### src/rtl/imem_arb_pkg.sv
// ============================================================================
// Module   : imem_arb_pkg
// Purpose  : Shared types and constants for the instruction-memory arbiter:
//            FSM state encoding, requester port identifiers, watchdog counter
//            width and a saturating-increment helper for the statistics block.
// Revision : 1.0 - initial release
// ============================================================================
`default_nettype none

package imem_arb_pkg;

    // Arbiter FSM states
    typedef enum logic [0:0] {
        RR   = 1'b0,
        LOCK = 1'b1
    } arb_state_e;

    // Requester identifiers (F = core fetch, L = loader/debug)
    typedef enum logic [0:0] {
        PORT_F = 1'b0,
        PORT_L = 1'b1
    } port_e;

    // Width of the fetch-starvation watchdog counter (MAX_LOCK <= 255)
    localparam int WAIT_W = 8;

    // 16-bit increment that sticks at all-ones
    function automatic logic [15:0] sat_inc16(input logic [15:0] val);
        return (val == 16'hFFFF) ? val : val + 16'd1;
    endfunction

endpackage

`default_nettype wire

### src/rtl/imem_arb_rsp.sv
// ============================================================================
// Module   : imem_arb_rsp
// Purpose  : Read-response return path. Remembers whether the previous cycle
//            accepted a memory read and which port won it, then presents the
//            memory read data to that port only, for exactly one cycle.
// Ports    : i_clk, i_rst_n        - clock / async active-low reset
//            i_rd_acc              - a read was accepted this cycle
//            i_rd_port             - port that won that read
//            i_mem_rdata           - memory data (valid 1 cycle after read)
//            o_f_rvalid/o_f_rdata  - fetch response (rdata 0 when not valid)
//            o_l_rvalid/o_l_rdata  - loader response (rdata 0 when not valid)
// Revision : 1.0 - initial release
// ============================================================================
`default_nettype none

module imem_arb_rsp
    import imem_arb_pkg::*;
#(
    parameter int DATA_W = 32
) (
    input  logic              i_clk,
    input  logic              i_rst_n,
    input  logic              i_rd_acc,
    input  port_e             i_rd_port,
    input  logic [DATA_W-1:0] i_mem_rdata,
    output logic              o_f_rvalid,
    output logic [DATA_W-1:0] o_f_rdata,
    output logic              o_l_rvalid,
    output logic [DATA_W-1:0] o_l_rdata
);

    logic  r_pend;
    port_e r_port;

    // Reset clears the pending flag, so a read in flight at reset never
    // produces a response.
    always_ff @(posedge i_clk or negedge i_rst_n) begin
        if (!i_rst_n) begin
            r_pend <= 1'b0;
            r_port <= PORT_F;
        end else begin
            r_pend <= i_rd_acc;
            if (i_rd_acc) begin
                r_port <= i_rd_port;
            end
        end
    end

    assign o_f_rvalid = r_pend && (r_port == PORT_F);
    assign o_l_rvalid = r_pend && (r_port == PORT_L);
    assign o_f_rdata  = o_f_rvalid ? i_mem_rdata : '0;
    assign o_l_rdata  = o_l_rvalid ? i_mem_rdata : '0;

endmodule

`default_nettype wire

### src/rtl/imem_arbiter.sv
// ============================================================================
// Module   : imem_arbiter
// Purpose  : Shares one instruction memory between the core fetch port (F,
//            read-only) and the loader/debug port (L, read/write). Round-robin
//            arbitration; L may lock the memory for burst programming, and a
//            watchdog forces the lock open after F has waited MAX_LOCK
//            consecutive cycles.
// Ports    : i_clk, i_rst_n                 - clock / async active-low reset
//            i_f_req, i_f_addr, o_f_gnt     - fetch request handshake
//            o_f_rvalid, o_f_rdata          - fetch read response
//            i_l_req, i_l_we, i_l_lock,
//            i_l_addr, i_l_wdata, o_l_gnt   - loader request handshake
//            o_l_rvalid, o_l_rdata          - loader read response
//            o_mem_en/we/addr/wdata         - memory request (combinational)
//            i_mem_rdata                    - memory data, 1-cycle latency
//            o_stat_*                       - only with IMEM_ARB_STATS_EN
// Options  : `define IMEM_ARB_STATS_EN adds 16-bit saturating counters for
//            F grants, L grants and conflict cycles.
// Revision : 1.0 - initial release
// ============================================================================
`default_nettype none

module imem_arbiter
    import imem_arb_pkg::*;
#(
    parameter int ADDR_W   = 32,
    parameter int DATA_W   = 32,
    parameter int MAX_LOCK = 16
) (
    input  logic              i_clk,
    input  logic              i_rst_n,
    input  logic              i_f_req,
    input  logic [ADDR_W-1:0] i_f_addr,
    output logic              o_f_gnt,
    output logic              o_f_rvalid,
    output logic [DATA_W-1:0] o_f_rdata,
    input  logic              i_l_req,
    input  logic              i_l_we,
    input  logic              i_l_lock,
    input  logic [ADDR_W-1:0] i_l_addr,
    input  logic [DATA_W-1:0] i_l_wdata,
    output logic              o_l_gnt,
    output logic              o_l_rvalid,
    output logic [DATA_W-1:0] o_l_rdata,
    output logic              o_mem_en,
    output logic              o_mem_we,
    output logic [ADDR_W-1:0] o_mem_addr,
    output logic [DATA_W-1:0] o_mem_wdata,
    input  logic [DATA_W-1:0] i_mem_rdata
`ifdef IMEM_ARB_STATS_EN
    ,
    output logic [15:0]       o_stat_f_grants,
    output logic [15:0]       o_stat_l_grants,
    output logic [15:0]       o_stat_conflicts
`endif
);

    localparam logic [WAIT_W-1:0] c_max_lock = WAIT_W'(MAX_LOCK);

    arb_state_e        r_state,    w_state_nxt;
    port_e             r_rr_last,  w_rr_last_nxt;
    logic [WAIT_W-1:0] r_wait_cnt, w_wait_nxt;
    logic [WAIT_W-1:0] w_wait_inc;
    logic              w_f_gnt, w_l_gnt;
    logic              w_f_acc, w_l_acc;

    assign w_wait_inc = r_wait_cnt + 1'b1;

    // ------------------------------------------------------------------
    // FSM state register
    // ------------------------------------------------------------------
    always_ff @(posedge i_clk or negedge i_rst_n) begin
        if (!i_rst_n) begin
            r_state    <= RR;
            r_rr_last  <= PORT_L;      // F wins the first conflict
            r_wait_cnt <= '0;
        end else begin
            r_state    <= w_state_nxt;
            r_rr_last  <= w_rr_last_nxt;
            r_wait_cnt <= w_wait_nxt;
        end
    end

    // ------------------------------------------------------------------
    // Grant decision and next state
    // ------------------------------------------------------------------
    always_comb begin
        w_f_gnt       = 1'b0;
        w_l_gnt       = 1'b0;
        w_state_nxt   = r_state;
        w_rr_last_nxt = r_rr_last;
        w_wait_nxt    = '0;

        case (r_state)
            RR: begin
                if (i_f_req && (!i_l_req || (r_rr_last == PORT_L))) begin
                    w_f_gnt = 1'b1;
                end else if (i_l_req) begin
                    w_l_gnt = 1'b1;
                end

                if (w_f_gnt) begin
                    w_rr_last_nxt = PORT_F;
                end
                if (w_l_gnt) begin
                    w_rr_last_nxt = PORT_L;
                    if (i_l_lock) begin
                        w_state_nxt = LOCK;
                    end
                end
            end

            LOCK: begin
                w_l_gnt = i_l_req;
                // Every way out of LOCK leaves L as the last winner, so the
                // next conflict goes to F.
                w_rr_last_nxt = PORT_L;
                // Counts consecutive F wait cycles; an idle F clears it.
                w_wait_nxt = i_f_req ? w_wait_inc : '0;

                // Unlock and watchdog expiry may coincide; both simply
                // return to RR.
                if ((w_l_gnt && !i_l_lock) ||
                    (i_f_req && (w_wait_inc == c_max_lock))) begin
                    w_state_nxt = RR;
                    w_wait_nxt  = '0;
                end
            end

            default: begin
                w_state_nxt = RR;
            end
        endcase
    end

    // Grants are forced low while reset is asserted so every output reads 0.
    assign w_f_acc = w_f_gnt & i_rst_n;
    assign w_l_acc = w_l_gnt & i_rst_n;

    assign o_f_gnt = w_f_acc;
    assign o_l_gnt = w_l_acc;

    // ------------------------------------------------------------------
    // Memory request: the winner's request, combinationally
    // ------------------------------------------------------------------
    assign o_mem_en    = w_f_acc | w_l_acc;
    assign o_mem_we    = w_l_acc & i_l_we;
    assign o_mem_addr  = w_f_acc ? i_f_addr :
                         (w_l_acc ? i_l_addr : '0);
    assign o_mem_wdata = (w_l_acc & i_l_we) ? i_l_wdata : '0;

    // ------------------------------------------------------------------
    // Read response path
    // ------------------------------------------------------------------
    imem_arb_rsp #(
        .DATA_W (DATA_W)
    ) u_rsp (
        .i_clk       (i_clk),
        .i_rst_n     (i_rst_n),
        .i_rd_acc    (w_f_acc | (w_l_acc & ~i_l_we)),
        .i_rd_port   (w_l_acc ? PORT_L : PORT_F),
        .i_mem_rdata (i_mem_rdata),
        .o_f_rvalid  (o_f_rvalid),
        .o_f_rdata   (o_f_rdata),
        .o_l_rvalid  (o_l_rvalid),
        .o_l_rdata   (o_l_rdata)
    );

`ifdef IMEM_ARB_STATS_EN
    // ------------------------------------------------------------------
    // Statistics counters (saturating)
    // ------------------------------------------------------------------
    logic [15:0] r_stat_f, r_stat_l, r_stat_c;

    always_ff @(posedge i_clk or negedge i_rst_n) begin
        if (!i_rst_n) begin
            r_stat_f <= '0;
            r_stat_l <= '0;
            r_stat_c <= '0;
        end else begin
            if (w_f_acc) begin
                r_stat_f <= sat_inc16(r_stat_f);
            end
            if (w_l_acc) begin
                r_stat_l <= sat_inc16(r_stat_l);
            end
            if (i_f_req && i_l_req) begin
                r_stat_c <= sat_inc16(r_stat_c);
            end
        end
    end

    assign o_stat_f_grants  = r_stat_f;
    assign o_stat_l_grants  = r_stat_l;
    assign o_stat_conflicts = r_stat_c;
`endif

endmodule

`default_nettype wire

### config.mk
export PLATFORM = sky130hd
export DESIGN_NAME = imem_arbiter
export DESIGN_NICKNAME = d
export VERILOG_FILES = /design/src/rtl/imem_arb_pkg.sv /design/src/rtl/imem_arb_rsp.sv /design/src/rtl/imem_arbiter.sv
export SDC_FILE = /design/constraint.sdc
export NUM_CORES = 1
export LEC_CHECK = 0
export BUFFER_PORTS_ARGS = -buffer_cell sky130_fd_sc_hd__buf_2
export CORE_AREA = 8 8 99 101
export DETAILED_ROUTE_END_ITERATION = 6
export DIE_AREA = 0 0 107 109
export PLACE_DENSITY = 0.6
export RECOVER_POWER = 25
export SLEW_MARGIN = 0
export SYNTH_ARGS = -nofsm -noshare
export SYNTH_HDL_FRONTEND = slang
export SYNTH_HIERARCHICAL = 1
export SYNTH_SLANG_ARGS = --single-unit
### constraint.sdc
create_clock -name i_clk -period 2.2 [get_ports i_clk]
set_clock_uncertainty 0.05 [all_clocks]
set_input_delay 0.11 -clock i_clk [delete_from_list [all_inputs] [get_ports i_clk]]
set_output_delay 0.11 -clock i_clk [all_outputs]
set_load 0.05 [all_outputs]
==> key figures <==
Clocking
  • H-Tree Depth: 1
  • CTS clk-pin slew, worst paths: 0.05 ns
  • Setup Fix Bufs, Post-CTS: 0
  • Clock Path Buffers: 2
  • Hold-fix buffers, CTS: 1
  • Clk Latency, worst-skew pair: 0.24 ns
  • PostCTS Resize Cnt: 0
  • CTS buffer count: 3
  • Root Buffer: clkbuf_8
  • Clock sinks: 12
  • TritonCTS clock tree: yes

Logic synthesis
  • Count leader, synth: and2_1
  • Yosys top cell area share: 15.3%
  • Mapped Cells: 218
  • Post-synth ARST share: 100%
  • Distinct cells, synth: 34
  • Post-synth EDFFs: 0
  • Cell taking the most area after synthesis: a22o_1
  • Syn nets: 354
  • Post-Syn Area: 1830 µm²
  • Seq/Total Area, Yosys: 16.4%
  • Syn_area_per_cell: 8.41 µm²
  • Top cells by count, synth: and2_1 (35), and3_1 (34), a22o_1 (32), and3b_1 (32), dfrtp_1 (11)
  • Prevailing post-synth register cell: dfrtp_1
  • Ranking of synthesized cells by area: a22o_1 (15%), and3b_1 (15%), dfrtp_1 (15%)
  • Number of synthesized register bits: 12
  • Synth warn: 6

Timing
  • Slew HR: 44.1%
  • Hold slack: 0.0578 ns
  • Max-slew violations: 0
  • Final hold violations: 0
  • Final min period: 2.07 ns
  • Final setup margin: 0.126 ns
  • Fmax achieved: 0.482 GHz
  • Final setup vio count: 0
  • Slew @ Worst Pin: 0.839 ns
  • RSZ-0062 raised after global routing: false
  • Period utilisation layout: 94.3%
  • Setup TNS: 0 ns

GRT
  • Vias in the first global route: 2,658
  • Tot GR Track Use: 15.8%
  • Grt ovf: 0
  • First-pass GRT wire length: 14,800 µm
  • Pin count of the biggest net entering global routing: 67
  • Initial antenna violation count: 0

Run status
  • Status: completed

Floorplan
  • Core footprint: 8380 µm²
  • Die width: 107 µm
  • DIE HEIGHT: 109 µm
  • Die ar.: 11,700 µm²
  • Row count: 34
  • Starting Density: 21.9%
  • IO Pins: 268

Final layout
  • Final core occ: 38.9%
  • Area delta synth->final: 77.8%
  • Multi-input gate area: 1360 µm²
  • Sequential cell area: 302 µm²
  • Filler Cell Count: 894
  • Layout cells sized above 1: 59.9%
  • ANT cells: 0
  • Fin nets: 611

Critical path
  • Crit start category: flop
  • Setup CP Type: flop to primary output
  • CP max FO: 32
  • WP data required: 2.04 ns
  • CP arrival: 1.91 ns
  • CP endpoint kind: primary output

Drt
  • TritonRoute pass-1 iters: 4
  • Iteration-0 DRC Markers: 121
  • DR vias/cell: 4.66
  • ANT nets after route: 0
  • Routed WL: 10,400 µm
  • Average wire per standard cell: 17.9 µm
  • DRC: 0
  • Vias: 2,715

Placement
  • Placer Congestion: 1.02
  • Post-DP HPWL: 9040 µm
  • PortBufs: 267
  • Pre-CTS setup slack: 0.399 ns

Pwr
  • Leakage: 2.20 nW
  • Total power: 1.76 mW
  • Pwr Density: 538 nW/µm²
  • Maximum VDD drop: 0.294 mV

Min path
  • Min-Delay Path Class: input pin to flop

Job
  • MaxCap Viol Count: 0
==> placed cells by master (no fill, tap or decap), types with 2 or more instances in the layout <==
master	count
a22o_1	32
and2_1	34
and3_1	34
and3b_1	32
and4b_1	2
buf_12	2
buf_2	244
buf_4	4
clkbuf_1	2
clkbuf_2	23
clkbuf_8	3
dfrtp_1	11
ha_1	2
nand2_1	7
nand2b_1	2
nand3_1	3
nor2_1	6
nor3_1	5
nor3b_2	2
xnor2_1	2
xor2_1	4
==> power by group <==
group	internal, mW	total [mW]	switching, mW	leakage (nW)
sequential	0.241	0.260	0.0189	0.160
combinational	0.365	1.28	0.919	2.01
clock	0.128	0.211	0.0832	0.0228
==> worst max-delay path, cell delays in order (launching register included) <==
cell and delay, ns:
dfstp_1 0.53, and2b_1 0.22, nor3_4 0.25, buf_12 0.22, a22o_1 0.17, buf_2 0.27
==> registers in the layout, summed over array words and instances, names as in the netlist <==
signal        flops
r_rr_last         1
r_state           1
r_wait_cnt        8
u_rsp/r_pend      1
u_rsp/r_port      1
==> area by class of cell <==
| cell class | instances | share of cell area [%] |
|---|---|---|
| Tap cell | 108 | 4.14 |
| Sequential cell | 12 | 9.25 |
| Timing Repair Buffer | 275 | 43.6 |
| Multi-Input combinational cell | 183 | 41.7 |
| Clock buffer | 4 | 1.38 |
==> path summary, 6_finish.rpt <==
| kind | startpoint | end | cells past startpoint | slack [ns] |
|---|---|---|---|---|
| worst max-delay path | r_rr_last | o_mem_addr[20] | 5 | 0.13 |
| worst min-delay path | i_l_we | u_rsp/r_pend | 2 | 0.06 |
| worst max register to register | r_rr_last | u_rsp/r_port | 4 | 0.51 |
| worst min register to register | u_rsp/r_port | u_rsp/r_port | 1 | 0.46 |
| max in group asynchronous | i_rst_n | u_rsp/r_port | 3 | 1.24 |
| min in group asynchronous | i_rst_n | r_rr_last | 2 | 0.34 |
==> metrics by stage <==
step	cell area [µm²]	std cells
4_1_cts	3270	582
3_3_place_gp	3210	577
3_5_place_dp	3210	577
5_1_grt	3260	582
6_report	3260	582
2_1_floorplan	1830	218
==> logic make-up after synthesis <==
kind of cell / share of synthesized area [%]
AND/OR/NAND/NOR: 50.3
adder cells (fa/ha/maj): 1.36
AO/OA/AOI/OAI: 18.9
flip-flops: 16.4
multiplexers: 0.614
XOR/XNOR: 2.86
buffers and inverters: 9.48
==> layer usage <==
layer  vias up  track usage, %  wire length, µm  part of all wire [%]
met5         -               0                0                     0
met4         0            5.03              218                   2.1
met3        19            6.26             1290                    12
met2       195            29.0             5260                    50
met1      1188            16.1             3660                    35
li1       1313               -                -                     -
Power figures use the tool's default switching activity.
